<file path="src/rtl/cof_control_seq.sv">
// cof_control_seq: registered carry-out/overflow controller for NCH precision lanes.
//
// Sits between the lane adders and the precision-control FSM. An overflow cycle (cof) is
// a valid cycle where some unmasked lane carries out of bit 32 while not every lane is
// shift-ready. While a cof is pending the block holds ovf_irq until ack. It also keeps a
// sticky record of the lanes that carried, and a saturating count of overflow cycles.
//
// Optional feature: define COF_LANE_MASK_EN to add the lane_mask input. The mask is
// captured when en rises, and masked lanes never count as hits.
//
// Ports:
//   clk       in   1      system clock, rising edge
//   rst       in   1      synchronous, active-high reset
//   en        in   1      monitor enable; 0 forces IDLE
//   valid_in  in   1      lane flags valid this cycle
//   carry32   in   NCH    per-lane carry out of bit 32
//   sr_rdy    in   NCH    per-lane shift-ready flag
//   ack       in   1      clears ovf_irq and lane_hit
//   clr_cnt   in   1      clears ovf_cnt (wins over increment)
//   lane_mask in   NCH    lane mask (COF_LANE_MASK_EN only)
//   Cout      out  1      registered overflow/carry-out
//   ovf_irq   out  1      overflow pending, held until ack
//   lane_hit  out  NCH    sticky lanes that carried during pending overflows
//   ovf_cnt   out  CNT_W  saturating count of overflow cycles
module cof_control_seq #(
   parameter int unsigned NCH   = 4,
   parameter int unsigned CNT_W = 8
) (
   input  logic             clk,
   input  logic             rst,
   input  logic             en,
   input  logic             valid_in,
   input  logic [NCH-1:0]   carry32,
   input  logic [NCH-1:0]   sr_rdy,
   input  logic             ack,
   input  logic             clr_cnt,
`ifdef COF_LANE_MASK_EN
   input  logic [NCH-1:0]   lane_mask,
`endif
   output logic             Cout,
   output logic             ovf_irq,
   output logic [NCH-1:0]   lane_hit,
   output logic [CNT_W-1:0] ovf_cnt
);

   typedef enum logic [1:0] {StIdle, StRun, StFlag} state_e;

   state_e           state_q, state_d;
   logic             cout_q, cout_d;
   logic [NCH-1:0]   hit_q, hit_d;
   logic [CNT_W-1:0] cnt_q, cnt_d;
   logic [NCH-1:0]   mask;
   logic [NCH-1:0]   hit;
   logic             cof;
   logic             inc;

`ifdef COF_LANE_MASK_EN
   logic             en_q;
   logic [NCH-1:0]   mask_q;

   // Mask is sampled only when monitoring is switched on.
   always_ff @(posedge clk) begin
      if (rst) begin
         en_q   <= 1'b0;
         mask_q <= '0;
      end else begin
         en_q <= en;
         if (en && !en_q) mask_q <= lane_mask;
      end
   end

   assign mask = mask_q;
`else
   assign mask = '0;
`endif

   assign hit = carry32 & ~mask;
   // All lanes shift-ready means they realign, so a carry is not an overflow.
   assign cof = valid_in & ~(&sr_rdy) & (|hit);

   always_ff @(posedge clk) begin
      if (rst) begin
         state_q <= StIdle;
         cout_q  <= 1'b0;
         hit_q   <= '0;
         cnt_q   <= '0;
      end else begin
         state_q <= state_d;
         cout_q  <= cout_d;
         hit_q   <= hit_d;
         cnt_q   <= cnt_d;
      end
   end

   always_comb begin
      state_d = state_q;
      cout_d  = 1'b0;
      hit_d   = hit_q;
      inc     = 1'b0;
      if (!en) begin
         state_d = StIdle;
         hit_d   = '0;
      end else begin
         unique case (state_q)
            StIdle: begin
               if (valid_in) state_d = StRun;
            end
            StRun: begin
               cout_d = cof;
               if (cof) begin
                  state_d = StFlag;
                  inc     = 1'b1;
                  hit_d   = hit;
               end
            end
            StFlag: begin
               cout_d = cof;
               inc    = cof;
               if (ack) begin
                  // Ack drops the old record; a same-cycle overflow starts a fresh one.
                  hit_d = cof ? hit : '0;
                  if (!cof) state_d = StRun;
               end else if (cof) begin
                  hit_d = hit_q | hit;
               end
            end
            default: state_d = StIdle;
         endcase
      end
   end

   always_comb begin
      cnt_d = cnt_q;
      if (clr_cnt) begin
         cnt_d = '0;
      end else if (inc && (cnt_q != {CNT_W{1'b1}})) begin
         cnt_d = cnt_q + 1'b1;
      end
   end

   assign Cout     = cout_q;
   assign ovf_irq  = (state_q == StFlag);
   assign lane_hit = hit_q;
   assign ovf_cnt  = cnt_q;

endmodule
</file>
<file path="config.mk">
export PLATFORM = sky130hd
export DESIGN_NAME = cof_control_seq
export DESIGN_NICKNAME = d
export VERILOG_FILES = /design/src/rtl/cof_control_seq.sv
export SDC_FILE = /design/constraint.sdc
export NUM_CORES = 1
export LEC_CHECK = 0
export ABC_CLOCK_PERIOD_IN_PS = 3090
export CAP_MARGIN = 10
export CELL_PAD_IN_SITES_DETAIL_PLACEMENT = 0
export CELL_PAD_IN_SITES_GLOBAL_PLACEMENT = 1
export CORE_MARGIN = 2
export CORE_UTILIZATION = 36
export CTS_BUF_LIST = sky130_fd_sc_hd__clkbuf_8
export CTS_CLUSTER_DIAMETER = 50
export DETAILED_ROUTE_END_ITERATION = 8
export PLACE_DENSITY = 0.87
export SYNTH_ARGS = -nofsm -noshare
export SYNTH_HDL_FRONTEND = slang
export SYNTH_SLANG_ARGS = --single-unit
</file>
<file path="constraint.sdc">
create_clock -name clk -period 3.09 [get_ports clk]
set_clock_uncertainty 0.15 [all_clocks]
set_input_delay 0.7725 -clock clk [delete_from_list [all_inputs] [get_ports clk]]
set_output_delay 0.7725 -clock clk [all_outputs]
set_load 0.005 [all_outputs]
</file>
==> impl_summary.md <==
Die
The floorplan die width is 51.5 um. In this run the vertical extent of the chip is 51.5 um. The floorplan step defined a core boundary enclosing 2170 um^2. The number of primary I/O pins is 28. After floorplanning, the core was divided into 17 placement rows. The die covers 2650 um^2. Once the floorplan was initialized, standard cells occupied 37.4% of the core.

Pwr
The total power consumption of the routed design is 0.422 mW. The maximum vdd ir drop is 0.262 mV. The static leakage is 0.402 nW.

The power density of the placed cells is 362 nW/um^2.

Worst setup path
The required time reported for the critical path endpoint is 3.12 ns. Tracing the worst setup path back leads to its startpoint at carry32[0]. In this run the critical register-to-register path is launched from state_q[0]$_SDFFE_PP0P_.

For the worst setup path, the data arrival time is 2.53 ns. The kind of cell with the highest combined delay along the critical path is compound AO/OA/AOI/OAI gates. Among all stages on the critical path, the largest delay is contributed by sky130_fd_sc_hd__or4_4.

The count of buffer and inverter cells on the critical path is 1. The worst-path maximum fanout is 4. The worst stage delay on the critical path is 0.56 ns.

The signal on the critical path passes through clkdlybuf4s50_1, or4_4, a31o_1, a221oi_2, mux2i_1. The kind of end point of the critical path is a flop. The critical path is of the input port to flop type. The critical path startpoint category is an input port.

Timing
Static timing analysis puts the maximum clock frequency at 0.400 GHz. The final critical path time including I/O delays and setup is 2.50 ns. In this run the tightest slew margin relative to its limit is 73.1%. Setup repair after global routing left no endpoint under its margin.

For the pin with the worst max-slew slack, the measured transition is 0.403 ns. The hold violation count in the final report is 0. The count of final setup violators is 0. The final sum of negative setup slack is 0 ns. The final worst-path cycle share is 80.9%. The number of max-slew violations in the final report is 0. Final hold analysis gives a worst-case slack of 0.331 ns.

Clocking
The maximum root-to-sink buffer count is 2. Buffers inserted during clock tree synthesis total 3. In this run the post-CTS setup repair buffer count came out at 0.

The clock slew seen by the registers of the worst setup and hold paths is 0.06 ns. The clock drives 15 sinks. After clock tree synthesis, the flow added hold-fix buffers numbering 0. TritonCTS built the clock tree. The later-pin clock latency in the skew report is 0.25 ns. The root buffer cell is sky130_fd_sc_hd__clkbuf_8. After clock tree synthesis, the repair step resized 0 gates. In this run the number of H-tree levels came out at 1.

Logic synthesis
The synthesized netlist devotes 25.9% of its cell area to compound gates. Synthesis produced a netlist with a net count of 113. After synthesis, the netlist uses 32 different library cells. The synthesized area divided by synthesized cell count is 8.73 um^2. Summing the sequential cell areas from Yosys gives 37.0% of the chip area. The cell area after technology mapping is 812 um^2. The xor-xnor portion of the synthesized cell area is 0%. The number of storage elements in the synthesis netlist is 15. The post-synthesis mux area share is 2.47%. After synthesis, the largest family of logic cells by area is compound AO/OA/AOI/OAI gates.

After Yosys synthesis, full adders, half adders and majority gates account for 9.24% of the synthesized area. The number of instances in the synthesized netlist is 93. Summing the areas of all and, or, nand and nor instances in the mapped netlist gives 20.6% of the synthesized area. During synthesis, Yosys emitted a total of 0 warnings.

Cells and area
From synthesis to final layout, the design area changed by 43.5%. The sequential cells in the finished layout cover a total of 300 um^2. The layout has 211 filler cells. In the final design database the tool counted 144 nets. The end-of-flow core utilization is 53.7%. The count of cells in the finished layout, fillers not included, comes to 151. The number of antenna diodes in the final layout is 0. Of the cells placed in the final design, the portion with a size suffix greater than 1 is 7.32%. Summing all multi-input logic gate instances after layout gives 473 um^2.

Worst hold path
The startpoint of the tightest hold check path is lane_hit[2]$_SDFFE_PP0P_. The class of the tightest hold or removal check is flop to flop.

Global routing
The number of antenna violations at the first check in global routing is 0. The residual overflow from global routing is 0. The via count of the first global-routing pass is 747. Entering global routing, the biggest net connects 18 pins.

The overall fraction of global-route tracks in use is 16.1%. The first global-routing pass estimated 3230 um of wire.

Detailed routing
In this run, the number of DRC markers left after iteration 0 of detailed routing was 18. The average wire per cell in the routed design is 12.1 um. For this run, design rule violations remaining after detail routing come to 0.

The number of antenna-violating nets in the routed design is 0. Summing over every cut layer, the via total after detailed routing is 787. The first-pass iteration count of the detailed router is 4. The total wirelength of the detailed-routed design is 1830 um. Dividing the detail-routed via count by the number of cells gives 5.21.

Placed design
The number of port buffers is 27. The post-detailed-placement half-perimeter wirelength is 1400 um. The number of placed instances with taps included is 147. At the end of routability-driven placement, the weighted congestion stood at 0.756.

Outcome
The flow ran to the end, and the final reports show no timing, DRC or antenna violations.

Flow run
The max capacitance violation total is 0.
-- cells in the final DEF (no fill, tap or decap) --
cell                              count
sky130_fd_sc_hd__clkdlybuf4s50_1     27
sky130_fd_sc_hd__dfxtp_1             15
sky130_fd_sc_hd__nand2_1              9
sky130_fd_sc_hd__inv_1                8
sky130_fd_sc_hd__ha_1                 6
sky130_fd_sc_hd__a21oi_1              5
sky130_fd_sc_hd__nor2_1               5
sky130_fd_sc_hd__nand3_1              4
sky130_fd_sc_hd__nand4_1              3
sky130_fd_sc_hd__o31ai_1              3
sky130_fd_sc_hd__o21ai_0              3
sky130_fd_sc_hd__or3_1                3
sky130_fd_sc_hd__a22o_1               3
sky130_fd_sc_hd__clkbuf_8             3
sky130_fd_sc_hd__or4_1                2
sky130_fd_sc_hd__nor2b_1              2
sky130_fd_sc_hd__o211ai_1             2
sky130_fd_sc_hd__mux2i_1              2
sky130_fd_sc_hd__o311ai_0             2
sky130_fd_sc_hd__o41ai_1              2
sky130_fd_sc_hd__and2_1               1
sky130_fd_sc_hd__or4_4                1
sky130_fd_sc_hd__o21bai_1             1
sky130_fd_sc_hd__or2_2                1
sky130_fd_sc_hd__a31oi_1              1
sky130_fd_sc_hd__o21a_1               1
sky130_fd_sc_hd__a22o_2               1
sky130_fd_sc_hd__a31o_1               1
sky130_fd_sc_hd__a221oi_2             1
sky130_fd_sc_hd__nor4_1               1
sky130_fd_sc_hd__o31a_1               1
sky130_fd_sc_hd__a211oi_1             1
sky130_fd_sc_hd__clkinvlp_4           1
sky130_fd_sc_hd__buf_4                1
-- registers in the layout, summed over array words and instances, names as in the netlist --
name and count:
Cout 1, lane_hit 4, ovf_cnt 8, state_q 2
-- stage by stage --
| stage | area (um^2) | setup slack [ns] |
|---|---|---|
| global route | 1160 | 0.512 |
| floorplan | 812 | 0.846 |
| global placement | 1120 | 0.365 |
| CTS | 1160 | 0.603 |
| detailed placement | 1120 | 0.343 |
| finish | 1160 | 0.591 |
-- final timing paths --
| check | to | slack, ns | depth (start not counted) |
|---|---|---|---|
| worst min register to register | lane_hit[2]$_SDFFE_PP0P_ | 0.33 | 1 |
| worst max-delay path | state_q[1]$_SDFFE_PP0P_ | 0.59 | 5 |
| worst max register to register | ovf_cnt[4]$_SDFFE_PP0P_ | 0.99 | 7 |
| worst min-delay path | lane_hit[2]$_SDFFE_PP0P_ | 0.33 | 1 |
-- cell type report --
cell class                 count  area share, %
clock inverter                 1          0.644
clock buffer                   3           3.54
multi-input combinational     68           40.6
inverter                       8           2.58
sequential                    15           25.8
timing repair buffer          28           23.8
tap                           28           3.01
-- per-layer routing --
metal	up-vias	global-route usage [%]	wire length [um]
met5	-	0	0
met4	0	6.58	23
met3	3	3.74	102
met2	22	24.6	842
met1	351	21.9	861
li1	411	-	-
-- cell usage after synthesis --
| master | n | area, um^2 |
|---|---|---|
| sky130_fd_sc_hd__a211oi_1 | 1 | 7.51 |
| sky130_fd_sc_hd__a21oi_1 | 5 | 25.0 |
| sky130_fd_sc_hd__a221oi_2 | 1 | 15.0 |
| sky130_fd_sc_hd__a22o_1 | 3 | 26.3 |
| sky130_fd_sc_hd__a22o_2 | 1 | 10.0 |
| sky130_fd_sc_hd__a31o_1 | 1 | 8.76 |
| sky130_fd_sc_hd__a31oi_1 | 1 | 6.26 |
| sky130_fd_sc_hd__and2_1 | 1 | 6.26 |
| sky130_fd_sc_hd__buf_1 | 1 | 3.75 |
| sky130_fd_sc_hd__buf_2 | 1 | 5.00 |
| sky130_fd_sc_hd__dfxtp_1 | 15 | 300 |
| sky130_fd_sc_hd__ha_1 | 6 | 75.1 |
| sky130_fd_sc_hd__inv_1 | 8 | 30.0 |
| sky130_fd_sc_hd__mux2i_1 | 2 | 20.0 |
| sky130_fd_sc_hd__nand2_1 | 9 | 33.8 |
| sky130_fd_sc_hd__nand3_1 | 4 | 20.0 |
| sky130_fd_sc_hd__nand4_1 | 3 | 18.8 |
| sky130_fd_sc_hd__nor2_1 | 5 | 18.8 |
| sky130_fd_sc_hd__nor2b_1 | 2 | 12.5 |
| sky130_fd_sc_hd__nor4_1 | 1 | 6.26 |
| sky130_fd_sc_hd__o211ai_1 | 2 | 15.0 |
| sky130_fd_sc_hd__o21a_1 | 1 | 7.51 |
| sky130_fd_sc_hd__o21ai_0 | 3 | 15.0 |
| sky130_fd_sc_hd__o21bai_1 | 1 | 7.51 |
| sky130_fd_sc_hd__o311ai_0 | 2 | 17.5 |
| sky130_fd_sc_hd__o31a_1 | 1 | 8.76 |
| sky130_fd_sc_hd__o31ai_1 | 3 | 22.5 |
| sky130_fd_sc_hd__o41ai_1 | 2 | 17.5 |
| sky130_fd_sc_hd__or2_2 | 1 | 6.26 |
| sky130_fd_sc_hd__or3_1 | 3 | 18.8 |
| sky130_fd_sc_hd__or4_1 | 2 | 15.0 |
| sky130_fd_sc_hd__or4_4 | 1 | 11.3 |
-- worst reg2reg max path: stages (launching register included) --
cell	delay, ns
sky130_fd_sc_hd__dfxtp_1	0.42
sky130_fd_sc_hd__inv_1	0.09
sky130_fd_sc_hd__ha_1	0.31
sky130_fd_sc_hd__and2_1	0.12
sky130_fd_sc_hd__nand4_1	0.10
sky130_fd_sc_hd__buf_4	0.20
sky130_fd_sc_hd__or4_1	0.51
sky130_fd_sc_hd__a21oi_1	0.15
-- cell families after synthesis --
family,Yosys count
and+or+nand+nor,32
muxes,2
adders and majority gates,6
buffers and inverters,10
DFF,15
AOI/OAI and AO/OA,28
-- power by group --
group	internal, mW	total (mW)	switching, mW
clock	0.0907	0.169	0.0783
combinational	0.0308	0.0539	0.0231
sequential	0.196	0.199	0.00269
total	0.318	0.422	0.104
Note: power is estimated with default switching activity, not from simulation.
